### src/rtl/display_pkg.sv
`default_nettype none
// +----------------------------------------------------------------------+
// | display_pkg: shared constants, hex font and timing helper for the    |
// | multiplexed hex display.                                              |
// | Revision: 1.0                                                         |
// +----------------------------------------------------------------------+
package display_pkg;

  localparam logic [6:0] SEG_OFF = 7'h7F;
  localparam logic [1:0] AN_OFF  = 2'b11;

  typedef enum logic {
    DIGIT_LO = 1'b0,
    DIGIT_HI = 1'b1
  } digit_e;

  // Active-low {g,f,e,d,c,b,a}, indexed by nibble value.
  localparam logic [6:0] HEX_FONT [16] = '{
    7'b1000000, 7'b1111001, 7'b0100100, 7'b0110000,
    7'b0011001, 7'b0010010, 7'b0000010, 7'b1111000,
    7'b0000000, 7'b0010000, 7'b0001000, 7'b0000011,
    7'b1000110, 7'b0100001, 7'b0000110, 7'b0001110
  };

  // Cycles per digit slot; 0 flags a configuration that cannot be split
  // into eight equal PWM sub-slots.
  function automatic int unsigned slot_cycles(input int unsigned clk_freq,
                                              input int unsigned frame_hz);
    int unsigned slots;
    slots = clk_freq / (2 * frame_hz);
    if ((slots < 8) || ((slots % 8) != 0)) begin
      slots = 0;
    end
    return slots;
  endfunction

endpackage
`default_nettype wire

### src/rtl/hex7seg_decode.sv
`default_nettype none
// +----------------------------------------------------------------------+
// | hex7seg_decode: 4-bit nibble to active-low 7-segment pattern.        |
// | Revision: 1.0                                                         |
// +----------------------------------------------------------------------+
module hex7seg_decode
  import display_pkg::*;
(
  input  logic [3:0] nibble,
  output logic [6:0] seg
);

  always_comb begin
    seg = HEX_FONT[nibble];
  end

endmodule
`default_nettype wire

### src/rtl/hex_display_scan.sv
`default_nettype none
// +----------------------------------------------------------------------+
// | hex_display_scan: two-digit multiplexed hex display driver with PWM  |
// | brightness, dead-time sub-slot and tear-free frame loading.           |
// | Revision: 1.0                                                         |
// +----------------------------------------------------------------------+
module hex_display_scan
  import display_pkg::*;
#(
  parameter int unsigned CLK_FREQ = 25_000_000,
  parameter int unsigned FRAME_HZ = 500
) (
  input  logic       clk,
  input  logic       rst_n,
  input  logic [7:0] value,
  input  logic [2:0] bright,
  input  logic       blank_lz,
  output logic [6:0] seg,
  output logic [1:0] an,
  output logic       frame_tick
);

  localparam int unsigned SLOT_CYCLES = slot_cycles(CLK_FREQ, FRAME_HZ);
  localparam int unsigned SUB_CYCLES  = SLOT_CYCLES / 8;
  localparam int unsigned SLOT_W      = (SLOT_CYCLES > 1) ? $clog2(SLOT_CYCLES) : 1;
  localparam int unsigned SUB_W       = (SUB_CYCLES > 1) ? $clog2(SUB_CYCLES) : 1;

  if (SLOT_CYCLES == 0) begin : g_bad_config
    $error("hex_display_scan: CLK_FREQ/(2*FRAME_HZ) must be >= 8 and a multiple of 8");
  end

  logic [SLOT_W-1:0] slot_cnt_q, slot_cnt_d;
  logic [SUB_W-1:0]  sub_cnt_q, sub_cnt_d;
  logic [2:0]        sub_idx_q, sub_idx_d;
  digit_e            digit_q, digit_d;
  logic [7:0]        shadow_value_q, shadow_value_d;
  logic [2:0]        shadow_bright_q, shadow_bright_d;
  logic              shadow_blank_q, shadow_blank_d;
  logic              frame_tick_q, frame_tick_d;
  logic [1:0]        an_q, an_d;
  logic [6:0]        seg_q, seg_d;

  logic              slot_wrap;
  logic              sub_wrap;
  logic              frame_edge;
  logic              digit_lit;
  logic [3:0]        nibble;
  logic [6:0]        font_seg;

  hex7seg_decode u_decode (
    .nibble (nibble),
    .seg    (font_seg)
  );

  always_comb begin
    slot_wrap  = (slot_cnt_q == SLOT_W'(SLOT_CYCLES - 1));
    sub_wrap   = (sub_cnt_q == SUB_W'(SUB_CYCLES - 1));
    frame_edge = slot_wrap && (digit_q == DIGIT_HI);

    slot_cnt_d = slot_wrap ? '0 : slot_cnt_q + SLOT_W'(1);
    sub_cnt_d  = sub_wrap ? '0 : sub_cnt_q + SUB_W'(1);
    // Eight sub-slots tile a slot exactly, so this stays slot-aligned.
    sub_idx_d  = sub_wrap ? sub_idx_q + 3'd1 : sub_idx_q;

    digit_d = digit_q;
    if (frame_edge) begin
      digit_d = DIGIT_LO;
    end else if (slot_wrap) begin
      digit_d = DIGIT_HI;
    end

    shadow_value_d  = shadow_value_q;
    shadow_bright_d = shadow_bright_q;
    shadow_blank_d  = shadow_blank_q;
    frame_tick_d    = frame_edge;
    if (frame_edge) begin
      shadow_value_d  = value;
      shadow_bright_d = bright;
      shadow_blank_d  = blank_lz;
    end

    nibble    = (digit_q == DIGIT_HI) ? shadow_value_q[7:4] : shadow_value_q[3:0];
    // Sub-slot 7 can never satisfy the compare, giving the dead time.
    digit_lit = (sub_idx_q < shadow_bright_q) &&
                !((digit_q == DIGIT_HI) && shadow_blank_q &&
                  (shadow_value_q[7:4] == 4'd0));

    an_d  = AN_OFF;
    seg_d = SEG_OFF;
    if (digit_lit) begin
      an_d  = (digit_q == DIGIT_HI) ? 2'b01 : 2'b10;
      seg_d = font_seg;
    end
  end

  always_ff @(posedge clk or negedge rst_n) begin
    if (!rst_n) begin
      slot_cnt_q      <= '0;
      sub_cnt_q       <= '0;
      sub_idx_q       <= 3'd0;
      digit_q         <= DIGIT_LO;
      shadow_value_q  <= 8'd0;
      shadow_bright_q <= 3'd0;
      shadow_blank_q  <= 1'b0;
      frame_tick_q    <= 1'b0;
      an_q            <= AN_OFF;
      seg_q           <= SEG_OFF;
    end else begin
      slot_cnt_q      <= slot_cnt_d;
      sub_cnt_q       <= sub_cnt_d;
      sub_idx_q       <= sub_idx_d;
      digit_q         <= digit_d;
      shadow_value_q  <= shadow_value_d;
      shadow_bright_q <= shadow_bright_d;
      shadow_blank_q  <= shadow_blank_d;
      frame_tick_q    <= frame_tick_d;
      an_q            <= an_d;
      seg_q           <= seg_d;
    end
  end

  assign seg        = seg_q;
  assign an         = an_q;
  assign frame_tick = frame_tick_q;

endmodule
`default_nettype wire
### config.mk
export PLATFORM = sky130hd
export DESIGN_NAME = hex_display_scan
export DESIGN_NICKNAME = d
export VERILOG_FILES = /design/src/rtl/display_pkg.sv /design/src/rtl/hex7seg_decode.sv /design/src/rtl/hex_display_scan.sv
export SDC_FILE = /design/constraint.sdc
export NUM_CORES = 1
export LEC_CHECK = 0
export ABC_AREA = 0
export CAP_MARGIN = 40
export CORE_ASPECT_RATIO = 1.5
export CORE_MARGIN = 1.5
export CORE_UTILIZATION = 61
export CTS_CLUSTER_DIAMETER = 50
export DETAILED_ROUTE_END_ITERATION = 8
export PLACE_DENSITY = 0.84
export SYNTH_ARGS = -nofsm -noshare
export SYNTH_HDL_FRONTEND = slang
export SYNTH_SLANG_ARGS = --single-unit
export TNS_END_PERCENT = 1
### constraint.sdc
create_clock -name clk -period 5.3 [get_ports clk]
set_clock_uncertainty 0.1 [all_clocks]
set_input_delay 1.06 -clock clk [delete_from_list [all_inputs] [get_ports clk]]
set_output_delay 1.06 -clock clk [all_outputs]
set_load 0.02 [all_outputs]
; ---- Word-level counts from Yosys, hierarchy flattened
; Memories as Yosys holds them, arrays and structs flattened.
; Index checks and enable logic that the tools add are counted.
[word_totals]
romBits = 112
n_memories = 1
ff_bits = 53
word_cells = 36
input_bits = 14
[mem_list]
columns = name, depth, word_bits, rd, rd_clocked_by_memory_dff, wr, line
row1 = (name not given), 16, 7, 1, 0, 0, hex7seg_decode.sv:14  ; seg = HEX_FONT[nibble];
[op_classes]
bitwise_logic = 1
n_eq_ne = 2
n_mux = 10
order_cmp = 2
n_addsub = 3
reduce_logical = 7
[ops]
columns = operator, n
row1 = 7-bit 2-to-1 mux, 3
row2 = "15-bit by 1-bit adder with 15-bit output, second input constant", 1
row3 = "15-bit == test, second input constant", 1
row4 = 15-bit 2-to-1 mux, 1
row5 = "12-bit by 1-bit adder with 12-bit output, second input constant", 1
row6 = "12-bit == test, second input constant", 1
row7 = 12-bit 2-to-1 mux, 1
row8 = "5-bit greater-or-equal comparator, second input constant", 1
row9 = 4-bit NOT with 5-bit output, 1
row10 = 1-bit logical AND, 4
row11 = 4-bit zero test, 1
row12 = 2-bit 2-to-1 mux, 2
row13 = 4-bit 2-to-1 mux, 1
row14 = "3-bit by 1-bit adder with 3-bit output, second input constant", 1
row15 = 3-bit < comparator, 1
row16 = 1-bit 2-to-1 mux, 2
row17 = 2-bit nonzero test, 1
row18 = 1-bit zero test, 1

; ---- Depth between registers and ports, before layout
[logic_depth]
ltp_word = 6
ltp_mapped = 7

; ---- Cells and area by module
; Synthesis repeated with hierarchy kept, for this count alone.
[hier_totals]
hier_cells = 227
hier_area_um2 = 2567.5
[modules_own_cells]
columns = mod, n_inst, cells_per_inst, seq_area_each_um2, area_per_inst_um2
row1 = hex_display_scan, 1, 192, 1337.5, 2319.7
row2 = hex7seg_decode, 1, 35, 0.0, 247.7

; ---- Worst setup path after synthesis
; No wires, ideal clock.
[synth_path]
path_type = register to register
start = register digit_q
end = register seg_q[3] (netlist: seg[3])
n_path_buf = 1
required_time_ps = 5106
t_arrival_ps = 1887
setup_slack_ps = 3219
stages_incl_launch_ff = 7
synth_period_minus_slack_ps = 2081
cell_sequence = dfrtp_1 -> buf_2 -> mux2i_1 -> inv_1 -> ha_1 -> mux4_2 -> nand2b_1
[synth_between]
elab_chain_cells = 6
[synth_rtl]
columns = element, line
row1 = from (decl), hex_display_scan.sv:35  ; digit_e digit_q, digit_d;
row2 = from (signal assigned), hex_display_scan.sv:112  ; digit_q <= digit_d;
row3 = 4-bit 2-to-1 mux, hex_display_scan.sv:82  ; nibble = (digit_q == DIGIT_HI) ? shadow_value_q[7:4] : shadow_value_q[3:0];
row4 = 4-bit NOT with 5-bit output (not written as such), hex7seg_decode.sv:14
row5 = memory 16 x 7 bit, n/a
row6 = 7-bit 2-to-1 mux (not written as such) (2 in a row), hex7seg_decode.sv:14
row7 = 7-bit 2-to-1 mux (*), hex_display_scan.sv:90  ; if (digit_lit) begin
row8 = named net seg_d[3], hex_display_scan.sv:41  ; logic [6:0] seg_q, seg_d;
row9 = to (signal assigned), hex_display_scan.sv:118  ; seg_q <= seg_d;
row10 = to (decl), hex_display_scan.sv:41
; The timed path passes the listed nets; every way through them passes the cells marked *. The select of a mux whose other input is x is not followed.
; A chain may end at the register's enable or synchronous reset.

; ---- Worst setup path after layout
[layout_path]
start = register seg_q[1] (netlist: seg[1])
end = output port seg[1]
[layout_lines]
columns = element, line
row1 = to (decl), hex_display_scan.sv:18  ; output logic [6:0] seg,
; No word-level cell between the ends.

==> results.cfg <==
[run_status]
run_status = finished clean

[setup_path]
path_delay_family = buffers and inverters
crit_chain = clkdlybuf4s50_1
critPathMaxFanout = 1
worstSetupEndpointType = primary output
crit_required_ns = 4.14
cp.depth = 1
number_of_cells_on_the_worst_reg_to_reg_path = 5
timing.critical_path.slowest_cell_delay_ns = 0.62
worstPathBufferInverterCount = 1
critPathArrivalTime_ns = 1.45
cpMaxStageDelayCell = clkdlybuf4s50_1
criticalPathCategory = flip-flop to primary output
worst_setup_path_start_kind = flip-flop

[route]
antenna_left = 0
vias = 1728
wl_per_cell_um = 15.2
totalWireLength_mm = 4.50
drt-vias-per-instance = 5.86
detail_route.iter0.violations = 54
detailedRoute.firstPassIterationCount = 4
post-route-drc-count = 0

[synth]
synth.ff_latch_count = 53
mappedNetlistNets = 248
postSynth.topFlopCell = dfrtp_1
post_synth_instance_area_mm2 = 0.00255
seq_area_frac_synth = 0.524
postSynth.asyncResetShare = 1.00
synthesis.area_per_instance_um2 = 11.5
synth_enable_flop_cells = 0
yosysWarnings = 0
synthesis.instances = 222
synth_cell_type_count = 38

[sta]
final-max-slew-violation-count = 0
tightest_pin_transition_ns = 0.722
setup-tns-final_ns = 0
setup_viol = 0
final_hold_viol_count = 0
rsz0062_at_grt = no
period_minus_slack_ns = 2.61
worst_hold_margin_ns = 0.390
timing.final.crit_share = 0.492
worst_slew_margin_rel = 0.519
timing.fmax_ghz = 0.383

[floorplanning]
die-height_um = 82.2
top_level_ports = 24
rows = 28
fp.dieArea_mm2 = 0.00459
dieWidth_um = 55.8
floorplan.initialDensity = 0.639
floorplan.core_area_mm2 = 0.00399

[power_and_ir_drop]
netSwitchingFraction = 0.213
power.combinational.fraction = 0.083
power.internal_mw = 0.604
p_sw_mw = 0.164
power_frac_seq = 0.551
worst_vdd_rail_ir_drop_uv = 205
power-per-cell-area_mw_per_mm2 = 261
share_clk_of_total_power = 0.366
total_leakage_power_nw = 1.32

[global_routing]
groute.usage.overall = 0.214
grt_pass1_wl_mm = 7.52
pin_count_of_the_biggest_net_entering_global_routing = 54
global_route.overflow_total = 0
grt_pass1_vias = 1693
antenna_found_initial = 0

[placement]
post-place-cells = 287
hpwl_mm = 3.16
gp_routability_congestion = 0.783
numPortBuffers = 23
placed_area_mm2 = 0.00282

[clock_network]
maximum_clock_path_buffer_count = 2
cts_tree = yes
clkSinkCount = 53
post_cts_buffers = 0
clk-insertion-delay-late_ns = 0.30
cts-buffers-inserted = 5
clockRootBuffer = clkbuf_8
cts_resized = 0
clock_tree.htree_level_count = 2
clkTransAtPathRegs_ns = 0.09
cts-hold-fix-buffers = 0

[worst_hold_path]
holdCritPathClass = flip-flop to flip-flop
holdPathStages = 1

[layout]
final_cell_mix = dfrtp_1 (44), nor2_1 (22), clkdlybuf4s50_1 (22)
area_growth_syn_to_layout_pct = 15.3
multiInputGateArea_mm2 = 0.00115
finalNonFillerCells = 295
seq_area_mm2 = 0.00134
commonest_non_fill_non_tap_cell_in_the_layout = dfrtp_1
antennaDiodeCount = 0
fillCellCount = 283
finish.net_count = 275
layout-drive-gt1-share = 0.164
layout.cell_area.non_filler_mm2 = 0.00294

[job]
max-cap-violations = 0
[routing by layer]
layer,wire [um],vias to the layer above,GRT usage
met5,0,-,0
met2,2490,43,0.404
met1,1770,852,0.230
met3,148,7,0.0405
li1,-,826,-
met4,91,0,0.105
[synthesized netlist by cell type (2+ instances only)]
library cell  instances  area, um2
a31o_2                2       17.5
nor4_1                4       25.0
inv_1                11       41.3
nand2b_1              3       18.8
a21oi_1               4       20.0
nand3_1              12       60.1
a21o_1                2       15.0
mux2_2               15        169
nor2_1               22       82.6
buf_2                 4       20.0
nand4_1               6       37.5
xnor2_1              14        123
nor3_1                4       20.0
o221ai_1              4       35.0
xor2_1               11       96.3
dfstp_2               9        236
ha_1                 12        150
mux2i_1               4       40.0
nand2_1              12       45.0
and3_1                4       25.0
nor2b_1               3       18.8
dfrtp_1              44       1100
[through the flow]
step	util	power [mW]	setup WS, ns
5_1_grt	0.736	0.797	2.66
4_1_cts	0.736	0.774	2.69
3_5_place_dp	0.707	0.496	2.95
2_1_floorplan	-	0.461	3.22
3_3_place_gp	0.705	0.493	3.06
6_report	0.736	0.769	2.69
[cell families after synthesis]
family                   count (synthesis)  synth area share
XOR/XNOR                                25            0.0858
adder cells (fa/ha/maj)                 12            0.0589
multiplexers                            20            0.0907
AND/OR/NAND/NOR                         81             0.172
buffers and inverters                   16            0.0255
flip-flops                              53             0.524
AO/OA/AOI/OAI                           15            0.0427
[state kept, by name, summed over array words and instances, names as in the netlist, 2 cells and up]
signal and flops:
sub_idx_q 3, shadow_value_q 8, sub_cnt_q 12, an 2, seg 7, slot_cnt_q 15, shadow_bright_q 3
[final timing paths]
kind | slack (ns) | endpoint | start
max reg2reg | 2.87 | seg[3] | digit_q
max | 2.69 | seg[1] | seg[1]
min in group asynchronous | 0.75 | sub_cnt_q[6] | rst_n
max in group asynchronous | 3.90 | sub_idx_q[0] | rst_n
min reg2reg | 0.39 | slot_cnt_q[0] | slot_cnt_q[0]
min | 0.39 | slot_cnt_q[0] | slot_cnt_q[0]
[cell type report]
cell class,instances,area share
multi-input cells,153,0.391
clock inverters,1,0.0102
repair buffers,25,0.0817
flip-flops and latches,53,0.455
well taps,45,0.0191
clock buffers,7,0.0294
inverters,11,0.0140
[power by group through the flow]
stage               sequential, mW  clock, mW  combinational (mW)
finish                       0.423      0.281              0.0639
global route                 0.425      0.301              0.0707
CTS                          0.424      0.286              0.0648
detailed placement           0.431          0              0.0642
global placement             0.431          0              0.0622
floorplan                    0.439          0              0.0221
Power figures use the tool's default switching activity.
==> patch 1, RTL diff (config.mk and constraints unchanged) <==
Make the reset (`rst_n`) synchronous in one clocked block.
--- a/src/rtl/hex_display_scan.sv
+++ b/src/rtl/hex_display_scan.sv
@@ -93,7 +93,7 @@
     end
   end
 
-  always_ff @(posedge clk or negedge rst_n) begin
+  always_ff @(posedge clk) begin
     if (!rst_n) begin
       slot_cnt_q      <= '0;
       sub_cnt_q       <= '0;
Formal check against the unedited RTL: no difference found for any inputs over 10 cycles, from zero or initial values and one cycle with rst_n low; that may be too few to reach the edited logic, so the function may still have changed.
==> patch 1 against the original RTL <==
  * Maximum frequency decreased by 2.7%
  * Synthesized area decreased by 1.7%
  * Final area shrank 4.6%
  * Sequential cell count stayed put
  * Routed wire length increased by 4.1%
  * Setup slack got worse by 72 ps
  * Via count increased by 12%
Power is not compared: it rests on default switching activity, and its combinational part moved more than twofold at a synthesized area within 25%.
==> patch 1: results (changes against the original RTL) <==
Drt
  • Vias: 1935 (+12%)
  • Drt wl/cell: 14.1 um (-7.7%)
  • Routed wl met3: 161 um (+8.8%)
  • Detailed Route Iter0 Violations: 53 (-1.9%)
  • Detail Route met2 WL: 2520 um (+1.2%)
  • DRT met1 WL: 1870 um (+5.9%)
  • Drt pass-1 iters: 8 (+4)
  • Max Used Layer: met4

GRT
  • Initial antenna violation count: 0 (unchanged)
  • Global-route wire length before repair: 7850 um (+4.3%)
  • Number of global-route vias before repair: 1814 (+7.1%)
  • Largest net degree at the start of global routing: 32 (-41%)
  • Gr usage total: 22.1% (+0.70 points)

Power
  • VDD IR max: around 220 uV
  • Leak: 1.11 nW

Hold path
  • HP Start: slot_cnt_q[0]

Final layout
  • # fillers: 330 (+17%)
  • Share of cells above drive strength 1: 6.25% (-10 points)
  • Biggest regs: slot_cnt_q x15, sub_cnt_q x12, shadow_value_q x8
  • Fin nets: 313 (+14%)
  • Antenna Cells: 0 (unchanged)

Synthesis
  • Top cells by count, synth: dfxtp_1 (53), nand2_1 (39), nor2_1 (29)
  • Ranking of synthesized cells by area: dfxtp_1 (42%), mux2i_1 (7.6%), ha_1 (6.0%)
  • Syn Nets: 292 (+18%)
  • Synth unique cells: 43 (+13%)
  • Asr flop ratio synth: 0% (-100 points)
  • Sequential-to-total area share from yosys stat: 42.3% (-10 points)

Clocking
  • Clock Latency Late Sink: between 300 and 400 ps
  • Root Driver: clkbuf_8

Critical path
  • WP data arrival: 2740 ps (+1290 ps)
  • Critical Path Source: rst_n
  • R2R Path Start: digit_q
  • Crit Path Max Fanout: 31 (+30)

Timing
  • Least-Margin Pin Slew: 704 ps (-18.1 ps)

Place
  • Placer Congestion: 0.810 (+3.5%)
  • DP HPWL: 3390 um (+7.3%)
  • Setup slack after placement: 2300 ps (-649 ps)

Run status
  • Outcome: finished, final reports clean
patch 1: cell types whose count changed after synthesis, moves of 3 or more:
| cell | unedited run | this run |
|---|---|---|
| dfrtp_1 | 44 | 0 |
| nor2_1 | 22 | 29 |
| mux2_2 | 15 | 2 |
| nand2_1 | 12 | 39 |
| mux2i_1 | 4 | 19 |
| dfxtp_1 | 0 | 53 |
| buf_2 | 4 | 1 |
| and4_1 | 1 | 4 |
| xnor2_1 | 14 | 8 |
| xor2_1 | 11 | 15 |
| nor2b_1 | 3 | 0 |
| and3_2 | 0 | 3 |
| dfstp_2 | 9 | 0 |
| o211ai_1 | 1 | 4 |
patch 1: routing by layer:
metal | GRT usage, % | vias to the layer above
li1 | - | 957
met1 | 22.9 | 907
met3 | 4.25 | 14
met5 | 0 | -
met2 | 41.7 | 57
met4 | 12.2 | 0
patch 1: power by group through the flow:
stage / sequential [mW] / clock (mW) / combinational, mW
after global placement: 0.415 / 0 / 0.0270
after global routing: 0.407 / 0.237 / 0.0305
after detailed placement: 0.415 / 0 / 0.0275
final: 0.406 / 0.223 / 0.0271
after floorplan: 0.414 / 0 / 0.0157
after CTS: 0.406 / 0.227 / 0.0276
patch 1: cell families after synthesis:
group | after synthesis | synth area share [%]
simple gates | 118 | 23.8
flops | 53 | 42.3
xor+xnor | 23 | 8.03
mux | 22 | 9.38
buf+inv | 20 | 4.79
compound gates | 18 | 5.69
fa+ha+maj | 12 | 5.99
patch 1: worst paths after layout:
kind | to | slack (ps) | cells past startpoint
worst max register to register | seg[3] | 2700 | 5
worst min register to register | slot_cnt_q[0] | 360 | 1
worst min-delay path | slot_cnt_q[0] | 360 | 1
worst max-delay path | seg[6] | 2620 | 5
patch 1: through the flow:
step | cell area (um2) | cells | hold WS (ps) | total power [mW]
global route | 2810 | 333 | 385 | 0.674
finish | 2810 | 333 | 358 | 0.656
global placement | 2720 | 325 | 334 | 0.442
detailed placement | 2720 | 325 | 339 | 0.442
CTS | 2810 | 333 | 362 | 0.660
floorplan | 2510 | 266 | 318 | 0.430
patch 1: cell type report:
cell class                      count  area (um2)  share of cell area [%]
Inverter                           10        37.5                    1.34
Sequential cell                    53        1060                    37.8
Timing Repair Buffer               24         238                    8.47
Clock buffer                        5        68.8                    2.45
Clock inverter                      3        17.5                   0.624
Multi-Input combinational cell    193        1330                    47.3
Tap cell                           45        56.3                    2.01
patch 1: critical path, stage by stage:
cell and delay, ps:
clkdlybuf4s50_1 450, buf_4 280, inv_1 190, a2111oi_4 510, o221ai_1 240
==> patch 2, RTL diff (config.mk and constraints unchanged) <==
Made on the original files. The parameter `FRAME_HZ` goes from 500 to 250.
--- a/src/rtl/hex_display_scan.sv
+++ b/src/rtl/hex_display_scan.sv
@@ -8,7 +8,7 @@
   import display_pkg::*;
 #(
   parameter int unsigned CLK_FREQ = 25_000_000,
-  parameter int unsigned FRAME_HZ = 500
+  parameter int unsigned FRAME_HZ = 250
 ) (
   input  logic       clk,
   input  logic       rst_n,
Function: no difference found for any inputs over 10 cycles, from zero or initial values and one cycle with rst_n low; that may be too few to reach the edited logic, so the function may still have changed.
==> patch 2 against the original RTL <==
  * Sequential share of layout area grew 0.38 points
  * Final area grew 2.9%
  * Setup slack lost 90 ps
  * Maximum frequency shrank 3.3%
  * Utilization shrank 1.7 points
  * Routed wire length grew 3.9%
  * Die area grew 4.6%
  * Critical path depth grew 4
  * Synthesized area grew 4.8%
  * Cell count grew 0.68%
  * First-iteration DRC count shrank 15%
  * Total power shrank 4.3%
  * Sequential cell count grew 2
  * Largest cell class unchanged
  * Highest routed layer unchanged
==> patch 2: results (changes against the original RTL) <==
GRT
  • Global-route wire length before repair: 8370 um (+11%)
  • Initial antenna violation count: 0 (unchanged)
  • Gr usage total: 22.5% (+1.1 points)
  • Largest net degree at the start of global routing: 56 (+3.7%)

Synthesis
  • Syn Inst Count: 224 (+0.90%)
  • Sequential-to-total area share from yosys stat: 51.9% (-0.53 points)
  • Synth unique cells: 41 (+7.9%)
  • Ranking of synthesized cells by area: dfrtp_1 (43%), dfstp_2 (8.8%), ha_1 (5.6%)
  • Ys Warns: 0 (unchanged)
  • Top cells by count, synth: dfrtp_1 (46), nor2_1 (19), xnor2_1 (14)
  • Ys flop type: dfrtp_1
  • Syn Nets: 250 (+0.81%)

Final layout
  • # fillers: 301 (+6.4%)
  • Antenna Cells: 0 (unchanged)
  • Biggest regs: slot_cnt_q x16, sub_cnt_q x13, shadow_value_q x8
  • Share of cells above drive strength 1: 17.1% (+0.73 points)
  • Fin nets: 277 (+0.73%)

Critical path
  • Slowest CP cell: nor4_4
  • Crit Path Max Fanout: 12 (+11)
  • Crit path largest cell delay: 590 ps (-30 ps)
  • WP data arrival: 2800 ps (+1350 ps)
  • Top delay family on crit path: simple AND/OR/NAND/NOR gates

Clocking
  • Clk buf depth: 2 (unchanged)
  • Post-CTS Resized: 0 (unchanged)
  • H-tree lvl count: 2 (unchanged)
  • Clock Latency Late Sink: 300 ps (about the same)
  • Worst-path clk slew: 90 ps (about the same)
  • Inserted Clock Buffers: 5 (unchanged)
  • Root Driver: clkbuf_8
  • # Post-CTS Setup Buffers: 0 (unchanged)

Place
  • Port Buffer Count: 23 (unchanged)
  • Placer Congestion: 0.843 (+7.7%)
  • Setup slack after placement: 2600 ps (-348 ps)
  • DP HPWL: 3420 um (+8.2%)
  • Placed instance count: 290 (+1.0%)

Drt
  • Drt pass-1 iters: 4 (unchanged)
  • Drt wl/cell: 15.7 um (+3.2%)
  • Detailed Route Iter0 Violations: 46 (-15%)
  • Vias: 1756 (+1.6%)
  • Vias per cell: 5.91 (+0.94%)

Hold path
  • Worst Hold Class: register to register

Run status
  • Outcome: finished, final reports clean

Power
  • Leak: 1.37 nW (+3.5%)
  • VDD IR max: 311 uV (+52%)

Timing
  • Least-Margin Pin Slew: 712 ps (-9.70 ps)
==> patch 2: changes by cell type in the layout (fill, tap and decap cells not counted), sizes merged, moves of 2 or more <==
cell / change
and3: -3
dfrtp: +2
inv: -3
mux2: +2
nand4: +3
nor2: -3
nor3: +2
o21ai: +2
or3: +2
or4b: +2
==> patch 2: cell families after synthesis <==
family                   synth area share (%)
flip-flops                               51.9
adder cells (fa/ha/maj)                  5.62
AND/OR/NAND/NOR                          17.1
XOR/XNOR                                 7.86
AO/OA/AOI/OAI                            3.84
multiplexers                             11.3
buffers and inverters                    2.39
==> patch 2: final cells by class <==
| class | count | area [um2] | area share [%] |
|---|---|---|---|
| repair buffers | 25 | 240 | 7.94 |
| multi-input cells | 156 | 1220 | 40.4 |
| clock buffers | 6 | 82.6 | 2.73 |
| flip-flops and latches | 55 | 1390 | 45.9 |
| clock inverters | 1 | 5.00 | 0.165 |
| inverters | 8 | 30.0 | 0.993 |
| well taps | 46 | 57.6 | 1.90 |
==> patch 2: layer usage <==
metal  wire length [um]  part of all wire [%]  up-vias  track usage [%]
met3                117                   2.5        8             2.95
met4                 81                   1.7        0             8.88
li1                   -                     -      838                -
met5                  0                     0        -                0
met1               1840                    39      877             26.9
met2               2630                    56       33             39.9
==> patch 2: report_power, final <==
group | total [mW] | leakage, nW | internal, mW | switching (mW)
registers | 0.439 | 0.680 | 0.434 | 0.00515
clock network | 0.230 | 0.0470 | 0.103 | 0.127
logic | 0.0667 | 0.643 | 0.0339 | 0.0328
total | 0.736 | 1.37 | 0.571 | 0.165
==> patch 2: per-stage QoR <==
step	power (mW)	instance area, um2
2_1_floorplan	0.479	2670
3_3_place_gp	0.512	2930
3_5_place_dp	0.515	2940
4_1_cts	0.742	3030
5_1_grt	0.769	3030
6_report	0.736	3030
==> patch 2: final timing paths <==
check	cells after the start	to	startpoint	slack [ps]
worst max-delay path	5	shadow_value_q[0]	slot_cnt_q[0]	2600
worst min-delay path	1	sub_idx_q[0]	sub_idx_q[0]	390
worst max register to register	5	shadow_value_q[0]	slot_cnt_q[0]	2600
worst min register to register	1	sub_idx_q[0]	sub_idx_q[0]	390
max in group asynchronous	2	shadow_value_q[1]	rst_n	3900
min in group asynchronous	2	slot_cnt_q[5]	rst_n	760
